===== src/rtl/intersection_controller.sv =====
// intersection_controller
// Phase sequencer for a two-way intersection. A single FSM owns both lamp
// buses, so NS and EW can never be given conflicting right-of-way.
// Handles all-red clearance, emergency pre-emption and resume.
// Lamp encoding {left,green,yellow,red}.
// Optional feature: define EW_SENSE_EN to skip the EW phases when no EW
// vehicle has been seen since the last EW service.
module intersection_controller #(
  parameter int unsigned T_LEFT   = 5,
  parameter int unsigned T_GREEN  = 10,
  parameter int unsigned T_YELLOW = 3,
  parameter int unsigned T_ALLRED = 2,
  parameter int unsigned CW       = 5
) (
  input  logic       clk,
  input  logic       rst,
  input  logic       emergency,
  input  logic       ew_car,
  output logic [3:0] ns_out,
  output logic [3:0] ew_out,
  output logic [3:0] phase,
  output logic       emg_active
);

  localparam logic [3:0] LAMP_LEFT   = 4'b1001;
  localparam logic [3:0] LAMP_GREEN  = 4'b0100;
  localparam logic [3:0] LAMP_YELLOW = 4'b0010;
  localparam logic [3:0] LAMP_RED    = 4'b0001;

  // Terminal counts: a state with duration T leaves when cnt reaches T-1.
  localparam logic [CW-1:0] LEFT_LAST   = CW'(T_LEFT - 1);
  localparam logic [CW-1:0] GREEN_LAST  = CW'(T_GREEN - 1);
  localparam logic [CW-1:0] YELLOW_LAST = CW'(T_YELLOW - 1);
  localparam logic [CW-1:0] ALLRED_LAST = CW'(T_ALLRED - 1);
  localparam logic [CW-1:0] CNT_ZERO    = CW'(0);
  localparam logic [CW-1:0] CNT_ONE     = CW'(1);

  typedef enum logic [3:0] {
    S_NS_LEFT  = 4'd0,
    S_NS_GRN   = 4'd1,
    S_NS_YEL   = 4'd2,
    S_AR1      = 4'd3,
    S_EW_LEFT  = 4'd4,
    S_EW_GRN   = 4'd5,
    S_EW_YEL   = 4'd6,
    S_AR2      = 4'd7,
    S_EMG_YEL  = 4'd8,
    S_EMG_HOLD = 4'd9,
    S_EMG_CLR  = 4'd10
  } state_t;

  state_t        state_q, state_d;
  logic [CW-1:0] cnt_q, cnt_d;
  // resume_ew: after the emergency, restart at EW_LEFT (1) or NS_LEFT (0).
  // In EMG_YEL it also tells which direction was interrupted (1 = NS).
  logic          resume_ew_q, resume_ew_d;
  // emg_pend: emergency seen during a yellow that must still complete.
  logic          emg_pend_q, emg_pend_d;
  logic          ew_req_q, ew_req_d;
  logic          done_s;
  logic          yel_pend_s;

  logic [3:0]    ns_out_q, ns_out_d;
  logic [3:0]    ew_out_q, ew_out_d;
  logic [3:0]    phase_q, phase_d;
  logic          emg_active_q, emg_active_d;

  // True when the current timed state has used up its duration.
  function automatic logic timer_done(input state_t s, input logic [CW-1:0] c);
    logic d;
    case (s)
      S_NS_LEFT, S_EW_LEFT:           d = (c == LEFT_LAST);
      S_NS_GRN, S_EW_GRN:             d = (c == GREEN_LAST);
      S_NS_YEL, S_EW_YEL, S_EMG_YEL:  d = (c == YELLOW_LAST);
      S_AR1, S_AR2, S_EMG_CLR:        d = (c == ALLRED_LAST);
      default:                        d = 1'b0;
    endcase
    return d;
  endfunction

  // NS lamp decode for a given state.
  function automatic logic [3:0] ns_lamp(input state_t s, input logic ns_interrupted);
    logic [3:0] l;
    case (s)
      S_NS_LEFT: l = LAMP_LEFT;
      S_NS_GRN:  l = LAMP_GREEN;
      S_NS_YEL:  l = LAMP_YELLOW;
      S_EMG_YEL: l = ns_interrupted ? LAMP_YELLOW : LAMP_RED;
      default:   l = LAMP_RED;
    endcase
    return l;
  endfunction

  // EW lamp decode for a given state.
  function automatic logic [3:0] ew_lamp(input state_t s, input logic ns_interrupted);
    logic [3:0] l;
    case (s)
      S_EW_LEFT: l = LAMP_LEFT;
      S_EW_GRN:  l = LAMP_GREEN;
      S_EW_YEL:  l = LAMP_YELLOW;
      S_EMG_YEL: l = ns_interrupted ? LAMP_RED : LAMP_YELLOW;
      default:   l = LAMP_RED;
    endcase
    return l;
  endfunction

  // Next-state, phase counter and emergency bookkeeping.
  always_comb begin
    state_d     = state_q;
    resume_ew_d = resume_ew_q;
    emg_pend_d  = 1'b0;
    done_s      = timer_done(state_q, cnt_q);
    yel_pend_s  = emg_pend_q | emergency;

    case (state_q)
      S_NS_LEFT, S_NS_GRN: begin
        if (emergency) begin
          state_d     = S_EMG_YEL;
          resume_ew_d = 1'b1;
        end else if (done_s) begin
          state_d = (state_q == S_NS_LEFT) ? S_NS_GRN : S_NS_YEL;
        end else begin
          state_d = state_q;
        end
      end
      S_EW_LEFT, S_EW_GRN: begin
        if (emergency) begin
          state_d     = S_EMG_YEL;
          resume_ew_d = 1'b0;
        end else if (done_s) begin
          state_d = (state_q == S_EW_LEFT) ? S_EW_GRN : S_EW_YEL;
        end else begin
          state_d = state_q;
        end
      end
      S_NS_YEL, S_EW_YEL: begin
        // Yellow is never cut short; a request is remembered until it ends.
        if (emergency) begin
          resume_ew_d = (state_q == S_NS_YEL);
        end else begin
          resume_ew_d = resume_ew_q;
        end
        if (done_s) begin
          if (yel_pend_s) begin
            state_d = S_EMG_HOLD;
          end else begin
            state_d = (state_q == S_NS_YEL) ? S_AR1 : S_AR2;
          end
          emg_pend_d = 1'b0;
        end else begin
          state_d    = state_q;
          emg_pend_d = yel_pend_s;
        end
      end
      S_AR1: begin
        if (emergency) begin
          state_d     = S_EMG_HOLD;
          resume_ew_d = 1'b1;
        end else if (done_s) begin
`ifdef EW_SENSE_EN
          state_d = ew_req_q ? S_EW_LEFT : S_NS_LEFT;
`else
          state_d = S_EW_LEFT;
`endif
        end else begin
          state_d = state_q;
        end
      end
      S_AR2: begin
        if (emergency) begin
          state_d     = S_EMG_HOLD;
          resume_ew_d = 1'b0;
        end else if (done_s) begin
          state_d = S_NS_LEFT;
        end else begin
          state_d = state_q;
        end
      end
      S_EMG_YEL: begin
        // Runs its full length even if the request is withdrawn.
        if (done_s) begin
          state_d = S_EMG_HOLD;
        end else begin
          state_d = state_q;
        end
      end
      S_EMG_HOLD: begin
        if (emergency) begin
          state_d = S_EMG_HOLD;
        end else begin
          state_d = S_EMG_CLR;
        end
      end
      S_EMG_CLR: begin
        if (emergency) begin
          state_d = S_EMG_HOLD;
        end else if (done_s) begin
          state_d = resume_ew_q ? S_EW_LEFT : S_NS_LEFT;
        end else begin
          state_d = state_q;
        end
      end
      default: begin
        // Unreachable code: fall back to the safe all-red start point.
        state_d     = S_AR2;
        resume_ew_d = 1'b0;
      end
    endcase

    // Every state change restarts the counter; EMG_HOLD is untimed.
    if ((state_d != state_q) || (state_q == S_EMG_HOLD)) begin
      cnt_d = CNT_ZERO;
    end else begin
      cnt_d = cnt_q + CNT_ONE;
    end
  end

`ifdef EW_SENSE_EN
  // EW demand flag: sticky on any vehicle, consumed when EW_LEFT is entered.
  always_comb begin
    ew_req_d = ew_req_q;
    if ((state_d == S_EW_LEFT) && (state_q != S_EW_LEFT)) begin
      ew_req_d = 1'b0;
    end else if (ew_car) begin
      ew_req_d = 1'b1;
    end else begin
      ew_req_d = ew_req_q;
    end
  end
`else
  logic unused_s;
  assign unused_s = ew_car | ew_req_q;

  // Without demand sensing the request flag is tied inactive.
  always_comb begin
    ew_req_d = 1'b0;
  end
`endif

  // Output decode from the next state so the registered outputs track state_q.
  always_comb begin
    ns_out_d     = ns_lamp(state_d, resume_ew_d);
    ew_out_d     = ew_lamp(state_d, resume_ew_d);
    phase_d      = state_d;
    emg_active_d = (state_d == S_EMG_YEL) || (state_d == S_EMG_HOLD) ||
                   (state_d == S_EMG_CLR);
  end

  // FSM state, phase counter and emergency/demand flags.
  always_ff @(posedge clk or posedge rst) begin
    if (rst) begin
      state_q     <= S_AR2;
      cnt_q       <= CNT_ZERO;
      resume_ew_q <= 1'b0;
      emg_pend_q  <= 1'b0;
      ew_req_q    <= 1'b0;
    end else begin
      state_q     <= state_d;
      cnt_q       <= cnt_d;
      resume_ew_q <= resume_ew_d;
      emg_pend_q  <= emg_pend_d;
      ew_req_q    <= ew_req_d;
    end
  end

  // Registered lamp and status outputs; reset forces both directions red.
  always_ff @(posedge clk or posedge rst) begin
    if (rst) begin
      ns_out_q     <= LAMP_RED;
      ew_out_q     <= LAMP_RED;
      phase_q      <= 4'd7;
      emg_active_q <= 1'b0;
    end else begin
      ns_out_q     <= ns_out_d;
      ew_out_q     <= ew_out_d;
      phase_q      <= phase_d;
      emg_active_q <= emg_active_d;
    end
  end

  assign ns_out     = ns_out_q;
  assign ew_out     = ew_out_q;
  assign phase      = phase_q;
  assign emg_active = emg_active_q;

endmodule

===== config.mk =====
export PLATFORM = sky130hd
export DESIGN_NAME = intersection_controller
export DESIGN_NICKNAME = d
export VERILOG_FILES = /design/src/rtl/intersection_controller.sv
export SDC_FILE = /design/constraint.sdc
export NUM_CORES = 1
export LEC_CHECK = 0
export CORE_MARGIN = 1
export CORE_UTILIZATION = 55
export DETAILED_ROUTE_END_ITERATION = 8
export HOLD_SLACK_MARGIN = 0.03
export PLACE_DENSITY = 0.78
export SLEW_MARGIN = 20
export SYNTH_ARGS = -nofsm -noshare
export SYNTH_HDL_FRONTEND = slang
export SYNTH_SLANG_ARGS = --single-unit

===== constraint.sdc =====
create_clock -name clk -period 2.68 [get_ports clk]
set_input_delay 0.536 -clock clk [delete_from_list [all_inputs] [get_ports clk]]
set_output_delay 0.536 -clock clk [all_outputs]
set_load 0.02 [all_outputs]

Word level (Yosys, flattened, before mapping)
Cells that the tools add are included.
Word-level totals
  logic and storage cells: 78
  register bits after elaboration: 20
  input port bits: 4
  output and inout port bits: 13
Cells by class
  muxes and demuxes: 31
  bitwise gates (word level): 1
  reduce and logical (&&, ||, !) cells: 15
  equal/unequal tests: 23
  add/sub/neg operators: 1
Operators by type and width (count)
  4-bit two-way mux: 13
  4-bit one-hot mux with 4 select lines: 2
  4-bit one-hot mux with 8 select lines: 1
  4-bit by 3-bit == test with 1-bit output, second input constant: 7
  4-bit == test, second input constant: 6
  3-bit OR reduction: 5
  4-bit by 2-bit == test with 1-bit output, second input constant: 3
  2-bit two-way mux: 5
  2-bit OR reduction: 5
  4-bit by 1-bit == test with 1-bit output, second input constant: 2
  4-bit logical NOT: 2
  1-bit one-hot mux with 4 select lines: 2
  3-bit two-way mux: 2
  5-bit by 1-bit adder with 5-bit output, second input constant: 1
  5-bit by 1-bit == test with 1-bit output, second input constant: 1
  5-bit by 2-bit == test with 1-bit output, second input constant: 1
  5-bit by 3-bit == test with 1-bit output, second input constant: 1
  5-bit by 4-bit == test with 1-bit output, second input constant: 1
  1-bit two-way mux: 5
  5-bit two-way mux: 1
  4-bit inequality test: 1
  1-bit logical OR: 3
  1-bit bitwise OR: 1

Longest topological paths before layout
Gate-level depths: netlist of the first run.
  depth after elaboration: 9
  mapped depth: 10

Worst setup path after synthesis of the first run
No wires, ideal clock.
  path type: reg-to-reg
  start point: register phase[2] (netlist name)
  end point: register ns_out_q[1], in the netlist ns_out[1]
  arrival time: 2.408 ns
  cell stages (with the launch flop): 10
  library setup time: 0.078 ns
  data required time: 2.602 ns
  clock period less this slack: 2.485 ns
  buffers on the path: 2
  path slack: 0.195 ns
  cell sequence: dfstp_2 buf_6 nor2b_1 a22oi_1 o221a_2 or3_1 and2_1 buf_6 or3_1 a21oi_1
RTL lines
  to (signal assigned): RTL line 274  | ns_out_q <= ns_out_d;
  to (decl): RTL line 63  | logic [3:0] ns_out_q, ns_out_d;

==> key figures, run 1 <==
Global route
  – Vias in the first global route: 1533
  – Largest net degree at the start of global routing: 21
  – Gr ovfl total: 0
  – Global-route wire length before repair: 7200 um
  – Initial antenna violation count: 0
  – Overall Global Routing Usage: 0.294

STA
  – Setup violation total in the final timing report: 0
  – Crit path time final: 2.55 ns
  – Total negative slack: 0 ns
  – Normalized max-slew margin: 0.508
  – F_max: 0.392 GHz
  – Slew @ Worst Pin: 0.737 ns
  – RSZ-0062 raised after global routing: false
  – Final hold vios: 0
  – Final Max Tran Viols: 0
  – Final Skew: 0.00314 ns
  – Period utilization: 0.951

Synth
  – Asr flop ratio synth: 1.00
  – Post-synthesis cell count: 186
  – Synth Area in Compound Gates: 0.292
  – Number of synthesized flops with an enable pin: 0
  – Synth Area in Simple Gates: 0.242
  – Prevailing post-synth register cell: dfrtp_1
  – Syn_area_per_cell: 8.37 um2
  – Most common cell in the synthesized netlist: dfrtp_1
  – Synthesized Nets: 191
  – Post-synthesis register bit count: 20
  – Most common library cells after synthesis: dfrtp_1 (15), nor2_1 (13), o21ai_0 (13)
  – Post-Syn Area: 1560 um2
  – Largest cells by area after synthesis: dfrtp_1 (24%), dfstp_2 (8.4%), o21ai_0 (4.2%)
  – Cell variety after synth: 57
  – Area share of the largest cell type after synthesis: 0.241
  – Mux share of post-synthesis cell area: 0.00643
  – Post-Synth Adder-Cell Area: 0.0145
  – Xor and xnor fraction of the mapped netlist area: 0.0450
  – Most area-hungry cell type in the Yosys netlist: dfrtp_1
  – Largest family of logic cells by synthesized area: compound AO/OA/AOI/OAI gates
  – Yosys warns: 0
  – Post-synthesis sequential area ratio: 0.325

Place
  – Post-DP HPWL: 3170 um
  – Gp weighted congestion: 0.919
  – Dpl cells: 242
  – Port Buffers: 15

Layout
  – Area Growth Syn to Fin: 23.7%
  – Layout Nets: 224
  – Post-route non-filler standard cell count: 248
  – Diode count: 0
  – Layout cell share with drive strength beyond 1: 0.220

Floorplan
  – Die area: 3050 um2
  – Ports: 17
  – Core Box Area: 2570 um2
  – Initial core utilization: 0.607
  – Die H: 55.2 um
  – Row cnt: 18
  – Die Wd: 55.2 um

Drt
  – Post-route DRC violation count: 0
  – Post-route ant nets: 0
  – 1st-pass router iterations: 5
  – Vias per cell: 6.50
  – Initial DRC count: 114
  – Via count: 1612
  – Routed len/inst: 17.4 um
  – Post-Route WL: 4320 um

CTS
  – H-Tree Depth: 1
  – CTS Hold Bufs: 0
  – Clock transition at path regs: 0.12 ns
  – CTS tree: yes
  – Clock latency on the worst-skew pair: 0.30 ns
  – Clock Path Buffers: 2
  – CTS Sinks: 20
  – TritonCTS Buffers: 3
  – CTS root buf: clkbuf_4

Power
  – Internal power: 1.60 mW
  – P_sw: 1.45 mW
  – Comb pwr share: 0.728
  – Sequential group share of total power: 0.190
  – Pwr Total: 3.05 mW
  – Cell Pwr Density: 1580 nW/um2
  – Max VDD drop: 1.53 mV
  – Sw frac: 0.476
  – Leak pwr: 0.798 nW
  – Clk network pwr share: 0.081

Critical path
  – FF-to-FF path depth: 8
  – WS Path Type: reg -> reg
  – Crit Reg-Reg Endpoint: ew_out[0]$_DFF_PP1_
  – Worst EP required: 2.92 ns
  – Crit. End Element: flip-flop
  – Worst r2r src: phase[0]$_DFF_PP1_
  – Critical-path maximum fanout: 11
  – Crit path arrival time: 2.79 ns
  – Worst Setup Start Kind: flip-flop
  – Worst R2R Setup Slack: 0.13 ns

Min path
  – Hold Crit Class: reg -> reg
  – WHS Path Cells: 2
  – Hold Crit Start: cnt_q[4]$_DFF_PP0_
  – Min-Delay Endpoint: cnt_q[4]$_DFF_PP0_

Run status
  – Status: finished, final reports clean

Run
  – Number of max-cap violations: 0
==> routing by layer <==
metal / up-vias / wire length [um] / GRT usage
li1: 754 / - / -
met1: 778 / 1860 / 0.396
met2: 67 / 2110 / 0.473
met3: 13 / 223 / 0.0398
met4: 0 / 131 / 0.125
met5: - / 0 / 0
==> cell usage in the layout, fill, tap and decap left out, drive strengths merged, types with 5 or more instances in the layout <==
cell type       n
buf            28
clkdlybuf4s50  15
dfrtp          15
nor2           14
o21ai          13
nand2          11
a21oi          10
nor3            8
inv             7
nand3           7
nand2b          6
dfstp           5
a211oi          5
==> state kept, by name, summed over array words and instances, names as in the netlist <==
register and count:
emg_pend_q 1, cnt_q 5, emg_active 1, resume_ew_q 1
ns_out 4, ew_out 4, phase 4
==> worst max-delay path by stage <==
stage,start,to,slack (ns),cells past startpoint
6_report,phase[0]$_DFF_PP1_,ew_out[0]$_DFF_PP1_,0.13,8
5_1_grt,phase[0]$_DFF_PP1_,ew_out[0]$_DFF_PP1_,0.02,8
4_1_cts,phase[3]$_DFF_PP0_,ns_out[0]$_DFF_PP1_,0.02,8
3_5_place_dp,emergency,cnt_q[4]$_DFF_PP0_,-0.06,9
3_3_place_gp,emergency,cnt_q[2]$_DFF_PP0_,0.02,9
2_1_floorplan,phase[2]$_DFF_PP1_,ns_out[1]$_DFF_PP0_,0.19,9
==> cell type report <==
class                      count  area, um2
multi-input combinational    143        937
fill                         201        641
sequential                    20        509
timing repair buffer          43        360
tap                           30       37.5
clock inverter                 1       30.0
inverter                       8       30.0
clock buffer                   3       22.5
==> power groups by stage <==
stage	logic [mW]	clock network [mW]	registers (mW)
after floorplan	1.36	0	0.587
after global placement	2.05	0	0.582
after detailed placement	2.12	0	0.587
after CTS	2.15	0.247	0.581
after global routing	2.40	0.264	0.597
final	2.22	0.248	0.580
==> cells by family (layout without fill, tap and decap cells) <==
group,after synthesis,count (layout)
adder cells (fa/ha/maj),2,2
flip-flops,20,20
AO/OA/AOI/OAI,62,62
buffers and inverters,23,55
AND/OR/NAND/NOR,70,70
XOR/XNOR,8,8
multiplexers,1,1
==> stage by stage <==
| stage | util | hold WS, ns | worst slack (ns) | instance area (um2) |
|---|---|---|---|---|
| final | 0.750 | 0.650 | 0.131 | 1930 |
| after global routing | 0.750 | 0.683 | 0.0169 | 1930 |
| after CTS | 0.742 | 0.651 | 0.0237 | 1910 |
| after detailed placement | 0.722 | 0.628 | -0.0597 | 1850 |
| after global placement | 0.722 | 0.603 | 0.0235 | 1850 |
| after floorplan | - | 0.496 | 0.195 | 1560 |
==> critical path: stages, from the launching register on <==
cell       delay, ns
dfstp_2         0.69
nor2_1          0.13
a221oi_2        0.28
o211ai_1        0.22
buf_4           0.22
a221oi_1        0.28
o211a_1         0.28
nand2b_1        0.22
a2bb2oi_1       0.17
==> timing repair <==
item | CTS | global route
setup endpoints to repair | 4 | 12
resized for setup | 1 | 4
buffers inserted | 0 | 2
Power figures use the tool's default switching activity.
==> inputs of run 2 (changes only) <==
--- a/config.mk
+++ b/config.mk
@@ -5,6 +5,7 @@
 export SDC_FILE = /design/constraint.sdc
 export NUM_CORES = 1
 export LEC_CHECK = 0
+export CAP_MARGIN = 20
 export CORE_MARGIN = 1
 export CORE_UTILIZATION = 55
 export DETAILED_ROUTE_END_ITERATION = 8
==> results of run 2 <==
Final layout, timing and power as in run 1 (identical DEF).
